===== src/rtl/vend_controller.sv =====
// Vending transaction sequencer: coin credit, priced vend, change return and cancel refund.
// Optional macro VEND_TIMEOUT_EN refunds credit after TIMEOUT_CYCLES cycles without input events.
module vend_controller #(
    parameter int unsigned NUM_PRODUCTS    = 9,
    parameter int unsigned BASE_PRICE      = 50,
    parameter int unsigned PRICE_STEP      = 25,
    parameter int unsigned MAX_CREDIT      = 995,
    parameter int unsigned DISPENSE_CYCLES = 4,
    parameter int unsigned TIMEOUT_CYCLES  = 20000
) (
    input  logic       clk50,
    input  logic       reset,
    input  logic [2:0] coin,
    input  logic [3:0] productSelect,
    input  logic       cancel,
    output logic       dispense,
    output logic [9:0] money,
    output logic [9:0] change,
    output logic       change_valid,
    output logic       coin_reject,
    output logic       insufficient,
    output logic       busy
);

    if (NUM_PRODUCTS == 0 || NUM_PRODUCTS > 15 || MAX_CREDIT > 1023 || DISPENSE_CYCLES == 0 ||
        TIMEOUT_CYCLES == 0) begin : g_param_check
        $error("vend_controller: parameter out of range");
    end

    localparam int unsigned DcntW = (DISPENSE_CYCLES > 1) ? $clog2(DISPENSE_CYCLES) : 1;

    typedef enum logic [1:0] {StIdle, StCredit, StDispense, StChange} state_e;

    state_e             state_q, state_d;
    logic [9:0]         credit_q, credit_d;
    logic [9:0]         change_q, change_d;
    logic [DcntW-1:0]   dcnt_q, dcnt_d;
    logic               dispense_q, dispense_d;
    logic               change_valid_q, change_valid_d;
    logic               coin_reject_q, coin_reject_d;
    logic               insufficient_q, insufficient_d;
    logic               busy_q, busy_d;
    logic [2:0]         coin_prev_q;
    logic [3:0]         sel_prev_q;
    logic               cancel_prev_q;

    logic               coin_ev, sel_ev, cancel_ev, any_ev, timeout;
    logic               coin_ok, sel_ok, vend;
    logic [9:0]         coin_val;
    logic [10:0]        price, sum;

    assign coin_ev   = (coin != 3'd0) && (coin_prev_q == 3'd0);
    assign sel_ev    = (productSelect != 4'd0) && (sel_prev_q == 4'd0);
    assign cancel_ev = cancel && !cancel_prev_q;
    assign any_ev    = coin_ev || sel_ev || cancel_ev;
    assign sel_ok    = (32'(productSelect) <= NUM_PRODUCTS);

    always_comb begin
        coin_val = '0;
        coin_ok  = 1'b1;
        case (coin)
            3'd1:    coin_val = 10'd5;
            3'd2:    coin_val = 10'd10;
            3'd3:    coin_val = 10'd25;
            3'd4:    coin_val = 10'd100;
            default: coin_ok = 1'b0;
        endcase
    end

`ifdef VEND_TIMEOUT_EN
    localparam int unsigned TmoW = (TIMEOUT_CYCLES > 1) ? $clog2(TIMEOUT_CYCLES) : 1;
    logic [TmoW-1:0] tmo_q, tmo_d;

    // Counts eventless cycles spent in CREDIT; any event or other state restarts it.
    always_comb begin
        tmo_d   = '0;
        timeout = 1'b0;
        if (state_q == StCredit && !any_ev) begin
            if (tmo_q == TmoW'(TIMEOUT_CYCLES - 1)) timeout = 1'b1;
            else                                    tmo_d   = tmo_q + TmoW'(1);
        end
    end

    always_ff @(posedge clk50 or negedge reset) begin
        if (!reset) tmo_q <= '0;
        else        tmo_q <= tmo_d;
    end
`else
    assign timeout = 1'b0;
`endif

    always_comb begin
        state_d        = state_q;
        credit_d       = credit_q;
        change_d       = change_q;
        dcnt_d         = dcnt_q;
        dispense_d     = 1'b0;
        change_valid_d = 1'b0;
        coin_reject_d  = 1'b0;
        insufficient_d = 1'b0;
        busy_d         = 1'b0;
        vend           = 1'b0;
        price          = 11'(BASE_PRICE) + 11'(PRICE_STEP) * (11'(productSelect) - 11'd1);
        sum            = {1'b0, credit_q} + {1'b0, coin_val};

        case (state_q)
            StIdle, StCredit: begin
                if ((cancel_ev && state_q == StCredit) || timeout) begin
                    change_d       = credit_q;
                    credit_d       = '0;
                    state_d        = StChange;
                    change_valid_d = 1'b1;
                    busy_d         = 1'b1;
                    coin_reject_d  = coin_ev;
                end else begin
                    // Select sees the pre-coin credit; a same-cycle coin is only kept if no vend.
                    if (sel_ev && sel_ok) begin
                        if ({1'b0, credit_q} >= price) begin
                            vend       = 1'b1;
                            change_d   = credit_q - price[9:0];
                            credit_d   = '0;
                            state_d    = StDispense;
                            dcnt_d     = '0;
                            dispense_d = 1'b1;
                            busy_d     = 1'b1;
                        end else begin
                            insufficient_d = 1'b1;
                        end
                    end
                    if (coin_ev) begin
                        if (vend || !coin_ok || sum > 11'(MAX_CREDIT)) begin
                            coin_reject_d = 1'b1;
                        end else begin
                            credit_d = sum[9:0];
                            state_d  = StCredit;
                        end
                    end
                end
            end
            StDispense: begin
                busy_d        = 1'b1;
                coin_reject_d = coin_ev;
                if (dcnt_q == DcntW'(DISPENSE_CYCLES - 1)) begin
                    state_d        = StChange;
                    change_valid_d = 1'b1;
                end else begin
                    dcnt_d     = dcnt_q + DcntW'(1);
                    dispense_d = 1'b1;
                end
            end
            StChange: begin
                coin_reject_d = coin_ev;
                state_d       = StIdle;
            end
            default: state_d = StIdle;
        endcase
    end

    always_ff @(posedge clk50 or negedge reset) begin
        if (!reset) begin
            state_q        <= StIdle;
            credit_q       <= '0;
            change_q       <= '0;
            dcnt_q         <= '0;
            dispense_q     <= 1'b0;
            change_valid_q <= 1'b0;
            coin_reject_q  <= 1'b0;
            insufficient_q <= 1'b0;
            busy_q         <= 1'b0;
            coin_prev_q    <= '0;
            sel_prev_q     <= '0;
            cancel_prev_q  <= 1'b0;
        end else begin
            state_q        <= state_d;
            credit_q       <= credit_d;
            change_q       <= change_d;
            dcnt_q         <= dcnt_d;
            dispense_q     <= dispense_d;
            change_valid_q <= change_valid_d;
            coin_reject_q  <= coin_reject_d;
            insufficient_q <= insufficient_d;
            busy_q         <= busy_d;
            coin_prev_q    <= coin;
            sel_prev_q     <= productSelect;
            cancel_prev_q  <= cancel;
        end
    end

    assign dispense     = dispense_q;
    assign money        = credit_q;
    assign change       = change_q;
    assign change_valid = change_valid_q;
    assign coin_reject  = coin_reject_q;
    assign insufficient = insufficient_q;
    assign busy         = busy_q;

endmodule


===== config.mk =====
export PLATFORM = sky130hd
export DESIGN_NAME = vend_controller
export DESIGN_NICKNAME = d
export VERILOG_FILES = /design/src/rtl/vend_controller.sv
export SDC_FILE = /design/constraint.sdc
export NUM_CORES = 1
export LEC_CHECK = 0
export CELL_PAD_IN_SITES_DETAIL_PLACEMENT = 1
export CELL_PAD_IN_SITES_GLOBAL_PLACEMENT = 1
export CORE_MARGIN = 5
export CORE_UTILIZATION = 44
export CTS_CLUSTER_SIZE = 16
export DETAILED_ROUTE_END_ITERATION = 7
export GPL_ROUTABILITY_DRIVEN = 0
export PLACE_DENSITY_LB_ADDON = 0.1
export SYNTH_ARGS = -nofsm -noshare
export SYNTH_HDL_FRONTEND = slang
export SYNTH_SLANG_ARGS = --single-unit

===== constraint.sdc =====
create_clock -name clk50 -period 3.9 [get_ports clk50]
set_input_delay 0.78 -clock clk50 [delete_from_list [all_inputs] [get_ports clk50]]
set_output_delay 0.78 -clock clk50 [all_outputs]
set_load 0.01 [all_outputs]

* Word level (Yosys, flattened, before mapping)
Cells that the tools add are included.
Storage, ports and cells: register bits 37, output and inout port bits 25, logic and storage cells 98, input port bits 10
Operators by class: order comparisons 3, reduce and logical (&&, ||, !) cells 22, multiplexer cells 42, add/subtract/negate cells 5, equal/unequal tests 13, multiply operators 1
Operator list (count):
- $mux 10 | 8
- $pmux 7 s4 | 1
- $mux 2 | 10
- $mux 1 | 17
- $add 10x10->11 | 1
- $add 6x11->11 const A | 1
- $ge 10x11->1 | 1
- $gt 11x10->1 const B | 1
- $mul 6x5->11 const A | 1
- $ne 2x2->1 const B | 5
- $sub 10x10->10 | 1
- $pmux 1 s2 | 4
- $eq 2x2->1 const B | 3
- $eq 3x2->1 const B | 2
- $pmux 2 s3 | 1
- $reduce_bool 2->1 | 3
- $logic_and 1x1->1 | 5
- $reduce_and 5->1 | 1
- $sub 4x1->5 const B | 1
- $le 4x4->1 const B | 1
- $logic_not 4->1 | 1
- $pmux 2 s2 | 1
- $reduce_bool 4->1 | 1
- $reduce_or 2->1 | 2
- 11 further kinds | 13

* Depth between registers and ports, before layout
word-level depth 14, mapped depth 24, depth with buffers taken out 23

* Worst setup path before layout
No wires, ideal clock.
kind in2reg, start point in productSelect[0], end point reg change_q[7], in the netlist change[7], arrival 5.597 ns, path buffers 1, library setup time 0.131 ns, required time 3.769 ns, cell stages on the path 22, setup slack -1.828 ns, path through inv_1 ha_1 or3b_1 buf_2 fa_1 nor2_1 inv_1 fa_1 inv_1 ha_1 ha_1 o21a_1 o31a_1 a21o_1 ha_1 and4_1 nand2_1 a31o_2 a211oi_2 nand3_2 and3_1 or3_1
Between the ends: word-level cells in the longest chain between the ends 7, elaborated cells between the ends (all ways) 15, classes of those cells 3 x add/sub; 1 x mul; 2 x order compare; 3 x mux; 6 x reduce/logical
Ends and longest elaborated chain:
- from (decl) | RTL line 14 | input logic [3:0] productSelect,
- $sub 4x1->5 | RTL line 103 | price = 11'(BASE_PRICE) + 11'(PRICE_STEP) * (11'(productSelect) - 11'd1);
- $mul 6x5->11 | RTL line 103
- $add 6x11->11 | RTL line 103
- $sub 10x10->10 | RTL line 120 | change_d = credit_q - price[9:0];
- $mux 10 | RTL line 118 | if ({1'b0, credit_q} >= price) begin
- $mux 10 | RTL line 117 | if (sel_ev && sel_ok) begin
- $mux 10 | RTL line 108 | if ((cancel_ev && state_q == StCredit) || timeout) begin
- to (signal assigned) | RTL line 176 | change_q <= change_d;
- to (decl) | RTL line 36 | logic [9:0] change_q, change_d;
Several ways; a longest one is shown, not always the timed one. The select of a mux whose other input is x is not followed. A chain may end at the register's enable or synchronous reset.

* Worst setup path in the final report
start point in productSelect[1], end point reg change_q[7], in the netlist change[7]
Same word-level chain as after synthesis.

==> flow_metrics.py <==
metrics = {
    "worst_setup_path": {
        "reg2reg_slack_ns": 0.84,
        "critPathRequiredTime_ns": 4.14,
        "r2r-end": "money[9]",
        "critPathLaunch": "productSelect[1]",
        "crit_fanout": 5,
        "reg2reg_depth": 10,
        "critPathLaunchType": "input port",
        "crit_path_end_kind": "register",
        "timing.rr.start": "money[0]",
        "arrival_ns": 5.70,
        "crit_end": "change[7]",
        "worst-setup-path-type": "input port to register",
    },
    "synth": {
        "avgSynthCellArea_sq_um": 9.244,
        "yosys.area_share.simple": 0.1680,
        "syn_area_sq_mm": 0.003143,
        "synth_area_leader_cell": "dfrtp_1",
        "ys_top_cells_by_area": "dfrtp_1 (29%), ha_1 (16%), inv_1 (4.5%)",
        "async_flop_share": 1.000,
        "synth_most_common_cell": "ha_1",
        "yosysUniqueCellTypes": 61,
        "synth_xor_area_frac": 0.05295,
        "synth_commonest_cells": "ha_1 (39), inv_1 (38), dfrtp_1 (37), nor2_1 (29), a21oi_1 (19)",
        "synthFlopType": "dfrtp_1",
        "synth-edff-count": 0,
        "synthMuxAreaShare": 0.03185,
        "synth_fa_ha_area_frac": 0.1998,
        "synth_nets": 396,
        "synth_top_area_share": 0.2946,
        "synth_top_family_by_area": "adder cells",
        "yosysWarnings": 0,
        "synth_compound_area_frac": 0.1943,
        "synthCells": 340,
        "ys_ff_latch": 37,
        "ys_seq_area_frac": 0.2946,
    },
    "global_routing": {
        "grt-ovfl-total": 0,
        "grtUsageTotal": 0.2744,
        "antenna_found_initial": 0,
        "grt_max_degree": 38,
        "grt_pass1_wl_um": 18600,
        "grt_pass1_vias": 3533,
    },
    "drt": {
        "avgViaCountPerCell": 5.947,
        "wl_met1_um": 5133,
        "wl_met3_um": 774,
        "wl_met2_um": 6544,
        "drtIter0Drc": 164,
        "dr.pass1.iters": 4,
        "ant_nets": 0,
        "routed.top_layer": "met4",
        "vias": 3253,
        "avgRoutedWirePerCell_um": 24.07,
        "postRouteWirelength_um": 13170,
        "drc": 0,
    },
    "clocking": {
        "clkLatencyLatePin_ns": 0.30,
        "cts.path.max_buffers": 2,
        "cts_sinks": 37,
        "cts_inserted_buffers": 5,
        "clk_pin_slew_worst_paths_ns": 0.08,
        "htree_levels": 2,
        "cts_tree": "done",
        "ctsHoldBuffers": 0,
        "cts_root_buffer": "clkbuf_8",
    },
    "layout": {
        "fin_nets": 507,
        "drive_above_1_share": 0.3282,
        "area_delta_synth_final_pct": 48.81,
        "antenna_cells": 0,
        "final_util": 0.6809,
        "final_area_sq_mm": 0.004677,
    },
    "timing": {
        "finalSetupViolations": 28,
        "finalHoldViolCount": 0,
        "timing.final.crit_share": 1.402,
        "finalMaxSlewViolations": 0,
        "slew_headroom": 0.4013,
        "layout_min_cycle_time_ns": 5.467,
        "worstMarginPinSlew_ns": 0.8942,
        "hold_ws_ns": 0.5024,
        "rsz0062_at_grt": "true",
        "fmax_mhz": 182.9,
        "clock-skew-final_ns": 0.01138,
        "setup_ws_ns": -1.567,
    },
    "die": {
        "die_area_sq_mm": 0.008933,
        "initial_utilization": 0.4576,
        "pin_count": 35,
        "die_x_um": 94.52,
        "die_h_um": 94.52,
        "std_cell_rows": 30,
        "core_sq_mm": 0.006869,
    },
    "min_path": {
        "min_path_type": "register to register",
    },
    "placement": {
        "dp_hpwl_um": 7792,
        "numPortBuffers": 34,
        "dpl_cell_area_sq_mm": 0.004172,
    },
    "power_and_ir_drop": {
        "ir_drop_v": 0.0004332,
        "power_density_mw_per_mm2": 675.7,
        "leakage_nw": 2.217,
        "power_mw": 3.160,
    },
    "outcome": {
        "violations": "negative setup slack",
        "outcome": "complete, but fails checks",
    },
    "flow_run": {
        "maxCapViolCount": 0,
    },
}
-- area by class of cell --
cell class | count | area, sq um
tap | 96 | 120.1
multi-input combinational | 257 | 2394
clock buffer | 7 | 86.33
fill | 757 | 2192
sequential | 37 | 925.9
inverter | 38 | 171.4
timing repair buffer | 112 | 979.7
-- state kept, by name, summed over array words and instances (netlist names) --
signal and cells:
coin_prev_q 3, busy 1, money 10, dispense 1
sel_prev_q 4, state_q 2, insufficient 1, coin_reject 1
cancel_prev_q 1, dcnt_q 2, change_valid 1, change 10
-- cells by family (layout without fill, tap and decap cells) --
group	after synthesis	count (layout)
xor+xnor	19	19
flops	37	37
fa+ha+maj	46	46
compound gates	84	84
buf+inv	46	157
mux	10	10
simple gates	98	98
-- critical path: stages --
cell and delay [ns]:
buf_12 0.10, inv_16 0.03, ha_4 0.15, buf_6 0.12, xnor2_4 0.19, inv_2 0.07
ha_4 0.25, ha_4 0.26, inv_2 0.04, fa_1 0.56, inv_2 0.06, ha_4 0.24
inv_2 0.06, fa_2 0.25, nor2b_4 0.06, o31a_1 0.31, a21o_1 0.21, ha_4 0.29
and4_4 0.22, nand2_2 0.05, a31o_2 0.23, a211oi_4 0.24, buf_4 0.16, nand3_4 0.11
nor4b_1 0.44, or3_1 0.22
-- layout by cell type (no fill, tap or decap), types with 4 or more instances in the layout --
master	instances
nor2b_1	6
mux2i_1	9
ha_4	9
nand3_1	6
buf_4	67
o21ai_0	4
a22o_1	7
nor2_1	27
o21ai_1	5
clkdlybuf4s50_1	29
buf_6	10
o21a_1	6
inv_1	28
xnor2_1	12
or3_1	5
a21oi_1	14
o211ai_1	5
inv_2	8
xor2_1	5
nor3_1	4
ha_1	30
and2_1	6
clkbuf_8	6
nand2_1	15
dfrtp_1	37
fa_1	6
-- worst min-delay path by stage --
stage	from	endpoint	slack, ns	cells past startpoint
after floorplan	dcnt_q[0]	dcnt_q[0]	0.46	1
after global placement	dcnt_q[0]	dcnt_q[0]	0.47	1
after detailed placement	coin_prev_q[2]	coin_reject	0.48	3
after CTS	coin_prev_q[2]	coin_reject	0.49	3
after global routing	dcnt_q[0]	dcnt_q[0]	0.52	1
final	dcnt_q[0]	dcnt_q[0]	0.50	1
-- layer usage --
metal | track usage | vias up
met4 | 0.1118 | 0
met2 | 0.4941 | 150
li1 | - | 1420
met1 | 0.3199 | 1625
met3 | 0.04940 | 58
met5 | 0 | -
-- where the power goes --
part	internal, mW	total (mW)	switching (mW)	leakage, nW
sequential	0.498	0.673	0.175	0.477
combinational	1.09	2.20	1.11	1.70
clock	0.141	0.287	0.147	0.0443
total	1.73	3.16	1.43	2.22
-- what timing repair did --
| item | CTS | global route |
|---|---|---|
| setup buffers | 11 | 5 |
| gates cloned | 0 | 0 |
| setup endpoints to repair | 28 | 28 |
| hold endpoints to repair | 0 | 0 |
| pin swaps | 34 | 20 |
| gates resized for setup | 58 | 26 |
-- per-stage QoR --
step                cells  setup TNS, ns  setup slack (ns)
global placement      528         -57.57            -2.139
floorplan             340         -36.02            -1.436
detailed placement    528         -64.57            -2.417
finish                547         -40.10            -1.567
global route          547         -43.00            -1.680
CTS                   544         -38.39            -1.459
(Power assumes the default switching activity.)
